$ cat src/rtl/md5_msg_feeder.sv
// rtl/md5_msg_feeder.sv - MD5 message padder and block emitter (optional MD5_FEED_PREPADDED_EN)
module md5_msg_feeder #(
    parameter int DATA_WIDTH   = 32,
    parameter int ROUND_CYCLES = 64,
    parameter int IDLE_GAP     = 1
) (
    input  logic                  clk,
    input  logic                  rst,
    input  logic                  MsgVld,
    output logic                  MsgRdy,
    input  logic [DATA_WIDTH-1:0] MsgData,
    input  logic                  MsgLast,
    input  logic [2:0]            MsgBytes,
`ifdef MD5_FEED_PREPADDED_EN
    input  logic                  PrePadded,
`endif
    output logic                  DataVld,
    output logic [DATA_WIDTH-1:0] DataIn,
    output logic                  Busy,
    output logic                  MsgDone
);

    typedef enum logic [1:0] {S_FILL, S_PAD, S_EMIT, S_GAP} state_t;

    // Last counter value of a block window, measured from its first DataVld cycle.
    localparam logic [7:0] GAP_LAST = 8'(ROUND_CYCLES + IDLE_GAP - 1);
    localparam logic [DATA_WIDTH-1:0] MARK_WORD = 32'h8000_0000;

    state_t                state_q, state_d;
    logic [DATA_WIDTH-1:0] buf_q [16];
    logic [DATA_WIDTH-1:0] buf_d [16];
    logic [3:0]            widx_q, widx_d;
    logic [63:0]           len_q, len_d;
    logic [7:0]            cnt_q, cnt_d;
    logic                  last_q, last_d;       // block being built/emitted ends the message
    logic                  lenblk_q, lenblk_d;   // a length-only block follows this one
    logic                  lenonly_q, lenonly_d; // current emission is the synthesized length-only block
    logic                  mark_q, mark_d;       // 0x80 marker still owed to the next free word
    logic                  ovf_q, ovf_d;         // marker landed in word 14/15, no room for the length
    logic                  busy_q, busy_d;
    logic                  done_q, done_d;
    logic                  pp_q, pp_d;           // current message is pre-padded
    logic                  pp_now;
    logic                  xfer;
    logic [2:0]            nbytes;
    logic [DATA_WIDTH-1:0] last_word;

    function automatic logic [31:0] byte_swap(input logic [31:0] w);
        return {w[7:0], w[15:8], w[23:16], w[31:24]};
    endfunction

    assign MsgRdy  = (state_q == S_FILL) & ~rst;
    assign xfer    = MsgVld & MsgRdy;
    assign DataVld = (state_q == S_EMIT);
    assign Busy    = busy_q;
    assign MsgDone = done_q;

`ifdef MD5_FEED_PREPADDED_EN
    assign pp_now = busy_q ? pp_q : PrePadded;
`else
    assign pp_now = 1'b0;
`endif

    // Effective byte count and final-word image with the 0x80 marker appended after the valid bytes.
    always_comb begin
        nbytes = (!MsgLast || MsgBytes > 3'd4) ? 3'd4 : MsgBytes;
        case (nbytes)
            3'd0:    last_word = MARK_WORD;
            3'd1:    last_word = {MsgData[31:24], 8'h80, 16'h0000};
            3'd2:    last_word = {MsgData[31:16], 8'h80, 8'h00};
            3'd3:    last_word = {MsgData[31:8], 8'h80};
            default: last_word = MsgData;
        endcase
    end

    // Emission mux: buffered block, or the all-zero-plus-length block computed on the fly.
    always_comb begin
        DataIn = '0;
        if (state_q == S_EMIT) begin
            if (!lenonly_q)
                DataIn = buf_q[widx_q];
            else if (widx_q == 4'd14)
                DataIn = byte_swap(len_q[31:0]);
            else if (widx_q == 4'd15)
                DataIn = byte_swap(len_q[63:32]);
        end
    end

    // Next-state logic: fill, pad, emit and round-cadence gap.
    always_comb begin
        state_d   = state_q;
        buf_d     = buf_q;
        widx_d    = widx_q;
        len_d     = len_q;
        cnt_d     = cnt_q;
        last_d    = last_q;
        lenblk_d  = lenblk_q;
        lenonly_d = lenonly_q;
        mark_d    = mark_q;
        ovf_d     = ovf_q;
        busy_d    = busy_q;
        done_d    = 1'b0;
        pp_d      = pp_q;
        case (state_q)
            S_FILL: begin
                if (xfer) begin
                    busy_d = 1'b1;
                    pp_d   = pp_now;
                    len_d  = len_q + {58'd0, nbytes, 3'd0};
                    widx_d = widx_q + 4'd1;
                    if (pp_now) begin
                        buf_d[widx_q] = MsgData;
                        if (widx_q == 4'd15) begin
                            state_d = S_EMIT;
                            cnt_d   = '0;
                            last_d  = MsgLast;
                        end else if (MsgLast) begin
                            state_d = S_PAD;
                        end
                    end else if (!MsgLast) begin
                        buf_d[widx_q] = MsgData;
                        if (widx_q == 4'd15) begin
                            state_d = S_EMIT;
                            cnt_d   = '0;
                        end
                    end else begin
                        buf_d[widx_q] = last_word;
                        if (widx_q == 4'd15) begin
                            // Block is full: the marker (if not yet placed) and length go in later blocks.
                            state_d  = S_EMIT;
                            cnt_d    = '0;
                            last_d   = 1'b0;
                            mark_d   = (nbytes == 3'd4);
                            lenblk_d = (nbytes != 3'd4);
                        end else begin
                            state_d = S_PAD;
                            mark_d  = (nbytes == 3'd4);
                            ovf_d   = (widx_q == 4'd14) || (widx_q == 4'd13 && nbytes == 3'd4);
                        end
                    end
                end
            end
            S_PAD: begin
                if (pp_q || ovf_q || (widx_q < 4'd14 && !mark_q))
                    buf_d[widx_q] = '0;
                else if (mark_q)
                    buf_d[widx_q] = MARK_WORD;
                else if (widx_q == 4'd14)
                    buf_d[widx_q] = byte_swap(len_q[31:0]);
                else
                    buf_d[widx_q] = byte_swap(len_q[63:32]);
                if (mark_q && !pp_q)
                    buf_d[widx_q] = MARK_WORD;
                mark_d = 1'b0;
                widx_d = widx_q + 4'd1;
                if (widx_q == 4'd15) begin
                    state_d  = S_EMIT;
                    cnt_d    = '0;
                    last_d   = pp_q | ~ovf_q;
                    lenblk_d = ~pp_q & ovf_q;
                    ovf_d    = 1'b0;
                end
            end
            S_EMIT: begin
                widx_d = widx_q + 4'd1;
                cnt_d  = cnt_q + 8'd1;
                if (widx_q == 4'd15)
                    state_d = S_GAP;
            end
            default: begin
                cnt_d = cnt_q + 8'd1;
                if (cnt_q == GAP_LAST) begin
                    if (lenblk_q) begin
                        state_d   = S_EMIT;
                        cnt_d     = '0;
                        lenonly_d = 1'b1;
                        lenblk_d  = 1'b0;
                        last_d    = 1'b1;
                    end else if (last_q) begin
                        state_d   = S_FILL;
                        done_d    = 1'b1;
                        busy_d    = 1'b0;
                        len_d     = '0;
                        last_d    = 1'b0;
                        lenonly_d = 1'b0;
                        pp_d      = 1'b0;
                    end else if (mark_q) begin
                        state_d = S_PAD;
                    end else begin
                        state_d = S_FILL;
                    end
                end
            end
        endcase
    end

    // Control registers with synchronous reset.
    always_ff @(posedge clk) begin
        if (rst) begin
            state_q   <= S_FILL;
            widx_q    <= '0;
            len_q     <= '0;
            cnt_q     <= '0;
            last_q    <= 1'b0;
            lenblk_q  <= 1'b0;
            lenonly_q <= 1'b0;
            mark_q    <= 1'b0;
            ovf_q     <= 1'b0;
            busy_q    <= 1'b0;
            done_q    <= 1'b0;
            pp_q      <= 1'b0;
        end else begin
            state_q   <= state_d;
            widx_q    <= widx_d;
            len_q     <= len_d;
            cnt_q     <= cnt_d;
            last_q    <= last_d;
            lenblk_q  <= lenblk_d;
            lenonly_q <= lenonly_d;
            mark_q    <= mark_d;
            ovf_q     <= ovf_d;
            busy_q    <= busy_d;
            done_q    <= done_d;
            pp_q      <= pp_d;
        end
    end

    // Block buffer; contents are don't-care after reset.
    always_ff @(posedge clk) begin
        for (int i = 0; i < 16; i++)
            buf_q[i] <= buf_d[i];
    end

endmodule

$ cat config.mk
export PLATFORM = sky130hd
export DESIGN_NAME = md5_msg_feeder
export DESIGN_NICKNAME = d
export VERILOG_FILES = /design/src/rtl/md5_msg_feeder.sv
export SDC_FILE = /design/constraint.sdc
export NUM_CORES = 1
export LEC_CHECK = 0
export ABC_AREA = 1
export BUFFER_PORTS_ARGS = -buffer_cell sky130_fd_sc_hd__buf_2
export CORE_MARGIN = 2
export CORE_UTILIZATION = 49
export DETAILED_ROUTE_END_ITERATION = 10
export PLACE_DENSITY = 0.67
export SLEW_MARGIN = 15
export SYNTH_ARGS = -nofsm -noshare
export SYNTH_HDL_FRONTEND = slang
export SYNTH_SLANG_ARGS = --single-unit
export TNS_END_PERCENT = 20
$ cat constraint.sdc
create_clock -name clk -period 3.5 [get_ports clk]
set_clock_uncertainty 0.05 [all_clocks]
set_input_delay 0.35 -clock clk [delete_from_list [all_inputs] [get_ports clk]]
set_output_delay 0.35 -clock clk [all_outputs]
set_load 0.02 [all_outputs]
=== After elaboration in Yosys (flattened, before gate mapping) ===
Index checks and enable logic that the tools add are counted.

* Output and inout port bits: 36
* Bits in registers: 598
* Logic and storage cells: 177
* Input port bits: 39

* Reductions and logical operators: 31
* Muxes and demuxes: 74
* $add $sub $neg: 3
* Magnitude comparators: 4
* Eq/ne operators: 18
* Bitwise operators: 19

{| class="wikitable"
|+ Operators by type and width
! kind !! count
|-
| two-way mux 512 bit || 7
|-
| bitwise mux 512 bit || 4
|-
| case mux 512 bit (2 select lines) || 1
|-
| bitwise AND 496 bit || 2
|-
| bitwise AND 512 bit || 1
|-
| NOT 512 bit || 1
|-
| NOT 496 bit || 1
|-
| two-way mux 64 bit || 4
|-
| two-way mux 32 bit || 7
|-
| binary-select mux 32 bit (select 4 bit) || 1
|-
| demux 32 bit (select 4 bit) || 1
|-
| case mux 32 bit (4 select lines) || 1
|-
| case mux 64 bit (2 select lines) || 1
|-
| adder 64 x 6 -> 64 bit || 1
|-
| two-way mux 8 bit || 4
|-
| OR 16 bit || 2
|-
| two-way mux 1 bit || 25
|-
| case mux 8 bit (3 select lines) || 1
|-
| two-way mux 2 bit || 7
|-
| equality test 4 bit, second input constant || 3
|-
| AND reduction 5 bit || 2
|-
| nonzero test 2 bit || 5
|-
| AND reduction 3 bit || 3
|-
| adder 8 x 1 -> 8 bit, second input constant || 1
|-
| 36 further kinds || 63
|}

=== Longest topological paths before layout ===
Gate-level depths: netlist of the first run.

* Word-level depth: 13
* Gate-level depth with buffers: 18
* Mapped depth without buffers: 18

=== Worst setup path before layout of the first run ===
No wires, ideal clock.

* Path type: register to register
* From: register widx_q[0] (netlist name)
* To: register buf_q[32] (netlist name) (enable)
* Setup time: 0.387 ns
* Setup slack: 0.110 ns
* Required time: 3.063 ns
* Period minus slack after synthesis: 3.390 ns
* Cell stages (with the launch flop): 14
* Arrival: 2.954 ns
* Path through: dfxtp_1 > buf_2 > clkinv_1 > clkbuf_1 > clkbuf_1 > ha_1 > inv_1 > nor2_1 > inv_1 > clkbuf_1 > clkbuf_1 > nand2_1 > nand2_1 > inv_1

{| class="wikitable"
|+ RTL lines
! element !! RTL line !! text
|-
| end signal: indexed assignment || 231 || <nowiki>buf_q[i] <= buf_d[i];</nowiki>
|-
| end: declaration || 30 || <nowiki>logic [DATA_WIDTH-1:0] buf_q [16];</nowiki>
|}

=== Worst setup path after layout of the first run ===
* From: register widx_q[0]
* To: output DataIn[15]

* Longest elaborated chain between the ends: 6
* Elaborated cells on any way between the ends: 10
* Those cells by class: eq/ne (2); mux (7); bitwise (1)

{| class="wikitable"
|+ Ends and longest elaborated chain
! element !! RTL line !! text
|-
| start: declaration || 32 || <nowiki>logic [3:0] widx_q, widx_d;</nowiki>
|-
| start signal: assignment || 214 || <nowiki>widx_q <= widx_d;</nowiki>
|-
| NOT 4 -> 5 bit (implied by the code) || 81 || <nowiki>DataIn = buf_q[widx_q];</nowiki>
|-
| binary-select mux 32 bit (select 4 bit) || 81 ||
|-
| two-way mux 32 bit (implied by the code) (2 in a row) || 81 ||
|-
| two-way mux 32 bit * || 80 || <nowiki>if (!lenonly_q)</nowiki>
|-
| two-way mux 32 bit * || 79 || <nowiki>if (state_q == S_EMIT) begin</nowiki>
|-
| end: declaration || 18 || <nowiki>output logic [DATA_WIDTH-1:0] DataIn,</nowiki>
|}

Mark *: on every way between the ends. The rest lies on a longest branch, timed or not. The select of a mux whose other input is x is not followed.

==> impl_results.md, run 1 <==
- Die Ht: 263 um
- IO Count: 75
- Antenna violations before repair: 0
- Fraction of registers with async set or reset after synthesis: 0
- Post-synthesis mux area share: 0
- Placer Congestion: 0.970
- FP Rows: 94
- Endpoints failing setup: 3
- YS warnings: 0
- Slew @ Worst Pin: 1.20 ns
- Synth unique cells: 49
- Seq cells post-synth: 594
- First-pass DRT Iterations: 6
- Worst Slack Setup Final: -0.0761 ns
- Post-synthesis compound-gate area fraction: 0.220
- I/O Buffers: 74
- Clk Latency, worst-skew pair: 0.61 ns
- Min Tclk post-route: 3.58 ns
- Post-synth EDFFs: 512
- Chip Width: 263 um
- Ys flop type: edfxtp_1
- DR WL/cell: roughly 26 um
- Final Max Tran Viols: 0
- Syn nets: between 3000 and 4000
- Starting Density: 0.497
- Worst ir drop on vdd: 0.000528 V
- Fmax: 280 MHz
- FF-to-FF path depth: 11
- Total number of vias: 31400
- Worst hold endpoint: buf_q[411]$_DFFE_PP_
- Die ar.: just under 70000 um^2
- Initial DRC Count: 4998
- Arr. time, crit path: 3.18 ns
- Max_slew headroom: 0.203
- Reg2Reg Setup Slack: 0.49 ns
- Worst-path cell chain: inv_8 > ha_1 > inv_1 > nor2_4 > buf_12 > o31ai_1 > o21ai_0 > a41oi_1 > buf_2
- Status: finished, violations left
- Tcrit/Tclk final: 1.02
- Post-DP HPWL: 74.0 mm
- Design Power: 26.4 mW
- Critical path required time: 3.10 ns
- Fillers: 5981
- Reg2reg end: buf_q[235]$_DFFE_PP_
- Place WS: around 0.43 ns
- Post-Syn Area: 32800 um^2
- RSZ-0062 raised after global routing: true
- Largest net degree at the start of global routing: 237
- Worst-path fanout max: 27
- Final nets: roughly 3800
- Final wirelength: 121 mm
- Worst hold start: MsgData[27]
- Root Buffer: clkbuf_16
- Largest family of logic cells by synthesized area: compound AO/OA/AOI/OAI gates
- ANT cells: 0
- Synth Area in Adders: 0.00496
- First-pass GRT wire length: 179 mm
- Layout area overhead: 11.2%
- Layout cells sized above 1: 0.0935
- Synth Area in Simple Gates: 0.186
- WS Path Type: flop to output pin
- Final ANT Viol Nets: 0
- Hold Vio Cnt, Final: 0
- Setup TNS Final: -0.0838 ns
- Worst Hold Class: primary input to flop
- XOR/XNOR Fraction of Synth Area: 0.00721
- LEAKAGE: 12.3 nW
- Startpoint Class: flop
- Reg clk slew, reported paths: 0.06 ns
- CP max-delay cell: o31ai_1
- CTS H-tree depth: 3
- Slowest cell delay on critical path: 0.54 ns
- Syn Area/Cell: 8.47 um^2
- Total of max-cap violations: 0
- Post-synthesis sequential area ratio: 0.519
- Vias in the first global route: 28100
- Clock Tree Buf Depth: 3
- Core area: 66000 um^2
- GRT Total Usage: 0.334
- RR Startpoint: state_q[1]$_SDFFE_PP0P_
- Post-DR vias/cell: 6.68
- Num CTS Buffers: 70
- Worst Hold Depth: 3
- Syn Inst Count: 3873
- Drt drc: 0
- Cts-stage hold buffer count: 0
- PwrDens: 724 nW/um^2
- Clock Sink Count: 594
- Failing checks: setup timing
- GRT overflow: 0
- Endpoint class of the critical path: output pin
- CTS tree: yes
==> per-layer routing <==
metal | part of all wire | global-route usage | routed length, um
met1 | 0.40 | 0.475 | 47800
met2 | 0.43 | 0.490 | 51600
met3 | 0.13 | 0.0739 | 16100
met4 | 0.043 | 0.143 | 5170
met5 | 0 | 0 | 0
==> area by class of cell <==
class	instances	area (um^2)	share of cell area
timing repair buffer	184	1610	0.0441
multi-input combinational	2736	13900	0.381
clock inverter	31	219	0.00600
sequential	594	17000	0.467
tap	864	1080	0.0296
clock buffer	92	1880	0.0516
inverter	202	772	0.0212
==> Yosys cell counts (31+ instances only) <==
cell        n  area (um^2)
o21ai_0   795         3980
buf_1      51          191
o22ai_1   204         1280
dfxtp_1    82         1640
nand4_1    43          269
o31ai_1    38          285
nor2_1    411         1540
clkbuf_1  262          983
a22oi_1    87          653
nor3_1     37          185
nand3_1   465         2330
a41oi_1    31          272
inv_1     181          679
nand2_1   426         1600
edfxtp_1  512        15400
a21oi_1   104          521
==> what timing repair did <==
item,4_1_cts,5_1_grt
pin swaps,0,1
gates resized for setup,7,25
cloned,0,1
setup endpoints to repair,13,29
buffers inserted,0,2
==> sequential cells by signal, summed over array words and instances, names as in the netlist <==
register / count
widx_q: 4
Busy: 1
lenonly_q: 1
mark_q: 1
cnt_q: 8
ovf_q: 1
buf_q: 512
MsgDone: 1
len_q: 61
lenblk_q: 1
state_q: 2
last_q: 1
==> kinds of logic after synthesis <==
group,after synthesis
buf+inv,543
xor+xnor,27
fa+ha+maj,13
flops,594
simple gates,1405
compound gates,1291
==> layout by cell type (no fill, tap or decap), drive strengths merged, types with 2 or more instances in the layout <==
cell and count:
a32oi 4, nand4 43, buf 183, bufinv 2
o21ai 799, o211ai 4, o31ai 39, nor4 4
nand3 465, inv 204, a31oi 5, a41oi 31
dfxtp 82, o22ai 204, nand2 428, a22oi 87
nor2 417, nand3b 2, ha 13, o221ai 4
or2 4, a21oi 104, nor3 38, clkbuf 93
o21bai 2, xnor2 6, xor2 21, clkinv 26
edfxtp 512
==> through the flow <==
stage               std cells  hold WS, ns   util  instance area (um^2)
floorplan                3873        0.406      -                 32800
global placement         4577        0.422  0.518                 34200
detailed placement       4577        0.427  0.518                 34200
CTS                      4700       0.0529  0.551                 36300
global route             4703        0.106  0.553                 36500
finish                   4703       0.0705  0.553                 36500
==> how the worst max path moves through the flow <==
| stage | slack [ns] | from | to |
|---|---|---|---|
| 6_report | -0.08 | widx_q[0]$_SDFFE_PP0P_ | DataIn[15] |
| 5_1_grt | -0.08 | widx_q[3]$_SDFFE_PP0P_ | DataIn[3] |
| 4_1_cts | 0.01 | widx_q[0]$_SDFFE_PP0P_ | DataIn[2] |
| 3_5_place_dp | 0.43 | widx_q[2]$_SDFFE_PP0P_ | DataIn[3] |
| 3_3_place_gp | 0.47 | widx_q[2]$_SDFFE_PP0P_ | DataIn[3] |
| 2_1_floorplan | 0.11 | widx_q[0]$_SDFFE_PP0P_ | buf_q[32]$_DFFE_PP_ |
==> worst max-delay path, delay by kind of cell, from the launching register on <==
family                     cells  cell delay [ns]
AOI/OAI and AO/OA              3             1.13
buffers and inverters          4             0.64
DFF                            1             0.46
adders and majority gates      1             0.19
and+or+nand+nor                1             0.13
==> report_power, final <==
part	leakage, nW	switching, mW	total (mW)	internal (mW)
clock	1.03	3.03	6.97	3.94
combinational	5.81	6.79	9.24	2.45
sequential	5.44	0.662	10.2	9.54
total	12.3	10.5	26.4	15.9
(Power assumes the default switching activity.)
==> run 2, diff against run 1 <==
--- a/config.mk
+++ b/config.mk
@@ -7,10 +7,12 @@
 export LEC_CHECK = 0
 export ABC_AREA = 1
 export BUFFER_PORTS_ARGS = -buffer_cell sky130_fd_sc_hd__buf_2
+export CELL_PAD_IN_SITES_DETAIL_PLACEMENT = 1
+export CELL_PAD_IN_SITES_GLOBAL_PLACEMENT = 2
 export CORE_MARGIN = 2
-export CORE_UTILIZATION = 49
+export CORE_UTILIZATION = 36
 export DETAILED_ROUTE_END_ITERATION = 10
-export PLACE_DENSITY = 0.67
+export PLACE_DENSITY = 0.81
 export SLEW_MARGIN = 15
 export SYNTH_ARGS = -nofsm -noshare
 export SYNTH_HDL_FRONTEND = slang
==> impl_results.md, run 2 (synthesis results as in run 1) <==
- Worst-path cell chain: inv_8 > ha_1 > inv_2 > nor2_4 > buf_4 > o31ai_2 > o21ai_0 > buf_4 > a41oi_1 > buf_2
- Commonest non-fill, non-tap cell in the layout: o21ai_0
- Clk Latency, worst-skew pair: 0.63 ns (+0.02 ns)
- Total of max-cap violations: 0 (unchanged)
- Max_slew headroom: 0.227 (+0.0235)
- RR Startpoint: state_q[1]$_SDFFE_PP0P_
- Startpoint Class: flop
- Drt drc: 0 (unchanged)
- CTS H-tree depth: 3 (unchanged)
- IO Count: 75 (unchanged)
- Crit path max-delay family: buffers and inverters
- FP Rows: 110 (+17%)
- WS Path Type: flop to output pin
- Worst hold start: MsgData[28]
- Critical path buffers and inverters: 5 (+1)
- Final Max Tran Viols: 0 (unchanged)
- Clock Tree Buf Depth: 3 (unchanged)
- CTS tree: yes
- CP dominant cell by count: buf_4
- Worst-path fanout max: 14 (-48%)
- Commonest cells after routing, fill and taps aside: o21ai_0 (792), edfxtp_1 (512), nand3_1 (465)
- Layout area overhead: 14.4%
- Antenna violations before repair: 3 (+3)
- Top Registers: buf_q (512), len_q (61), cnt_q (8)
- Reg with most FFs: buf_q
- Root Buffer: clkbuf_16
- Util after Layout: 0.416 (-0.137)
- ANT cells: 0 (unchanged)
- Fmax: 288 MHz (+3.2%)
- Starting Density: 0.364 (-0.133)
- Endpoint class of the critical path: output pin
- Slew @ Worst Pin: 1.16 ns (-0.0352 ns)
- DR WL/cell: 27.7 um (+8.0%)
- PwrDens: 736 nW/um^2 (+1.8%)
- CP max-delay cell: dfxtp_4
- Post-DP HPWL: 86.2 mm (+16%)
- Clock Sink Count: 594 (unchanged)
- Largest net degree at the start of global routing: 211 (-11%)
- Worst Hold Depth: 3 (unchanged)
- GRT overflow: 0 (unchanged)
- CP Launch Point: widx_q[0]$_SDFFE_PP0P_
- Worst Slack Setup Final: 0.0335 ns (+0.110 ns)
- Endpoints failing setup: 0 (-3)
- GRT Total Usage: 0.290 (-0.0442)
- Place WS: 0.160 ns (-0.272 ns)
- Placer Congestion: 0.911 (-6.1%)
- Initial DRC Count: 3916 (-22%)
- Core area: 90100 um^2 (+37%)
- Reg2Reg Setup Slack: 0.41 ns (-0.08 ns)
- RSZ-0062 raised after global routing: true
- Worst Hold Class: primary input to flop
- Post-DR vias/cell: 6.25 (-6.4%)
- FF-to-FF path depth: 11 (unchanged)
- Arr. time, crit path: 3.07 ns (-0.11 ns)
- Setup TNS Final: 0 ns (+0.0838 ns)
- Slowest cell delay on critical path: 0.45 ns (-0.09 ns)
- Min Tclk post-route: 3.47 ns (-0.110 ns)
- Vias in the first global route: 31000 (+10%)
- I/O Buffers: 74 (unchanged)
- Tcrit/Tclk final: 0.990 (-0.0313)
- LEAKAGE: 12.6 nW (+2.3%)
- Die ar.: 93600 um^2 (+36%)
- Final wirelength: 140 mm (+16%)
- Status: finished, final reports clean
- First-pass GRT wire length: 207 mm (+16%)
- Final ANT Viol Nets: 0 (unchanged)
- Total number of vias: 31600 (+0.65%)
- Critical path required time: 3.10 ns (about the same)
- Fillers: 10400 (+74%)
- First-pass DRT Iterations: 5 (-1)
- Reg clk slew, reported paths: 0.06 ns (about the same)
- Chip Width: 306 um (+16%)
- Num CTS Buffers: 73 (+4.3%)
- Worst ir drop on vdd: 0.000587 V (+11%)
- Design Power: 27.6 mW (+4.7%)
- CP Depth: 10 (+1)
- Die Ht: 306 um (+16%)
- Hold Vio Cnt, Final: 0 (unchanged)
- Final nets: 3877 (+0.96%)
- Largest register FFs: 512 (unchanged)
- Layout cells sized above 1: 0.107 (+0.0137)
- Fin Hold WS: 0.0614 ns (-0.00907 ns)
- Cts-stage hold buffer count: 0 (unchanged)
[run 2: worst paths after layout]
path	endpoint
min reg2reg	cnt_q[0]$_SDFFE_PP0P_
max	DataIn[21]
max reg2reg	buf_q[360]$_DFFE_PP_
min	buf_q[412]$_DFFE_PP_
[run 2: final cells by class]
class,count,area [um^2],share of cell area
clock buffer,100,2030,0.0541
clock inverter,31,239,0.00637
inverter,202,771,0.0205
multi-input combinational,2738,14000,0.373
sequential,594,17000,0.454
tap,1176,1470,0.0392
timing repair buffer,216,2000,0.0532
[run 2: metal layers]
layer  up-vias  global-route usage  share of wire
li1      14000                   -              -
met1     16000               0.417           0.44
met2      1455               0.449           0.45
met3       221              0.0455          0.085
met4         0              0.0858          0.028
met5         -                   0              0
[run 2: through the flow]
stage,area (um^2),cells
2_1_floorplan,32800,3873
4_1_cts,37400,5054
3_3_place_gp,34900,4918
3_5_place_dp,34900,4918
5_1_grt,37500,5057
6_report,37500,5057
[run 2: what timing repair did]
item / CTS / global route
gates resized for setup: 30 / 20
setup endpoints to repair: 32 / 23
buffers inserted: 3 / 0
cloned: 2 / 3
pin swaps: 1 / 0
[run 2: worst register-to-register path, delay by kind of cell, from the launching register on]
| kind | cells | cell delay [ns] |
|---|---|---|
| compound gates | 1 | 0.12 |
| buf+inv | 5 | 1.32 |
| fa+ha+maj | 1 | 0.26 |
| simple gates | 4 | 0.53 |
| flops | 1 | 0.38 |
[run 2: report_power, final]
group,internal [mW],total [mW],leakage (nW),switching (mW)
sequential,9.53,10.2,5.44,0.673
combinational,2.68,9.99,6.01,7.31
clock,4.22,7.44,1.12,3.23
total,16.4,27.6,12.6,11.2
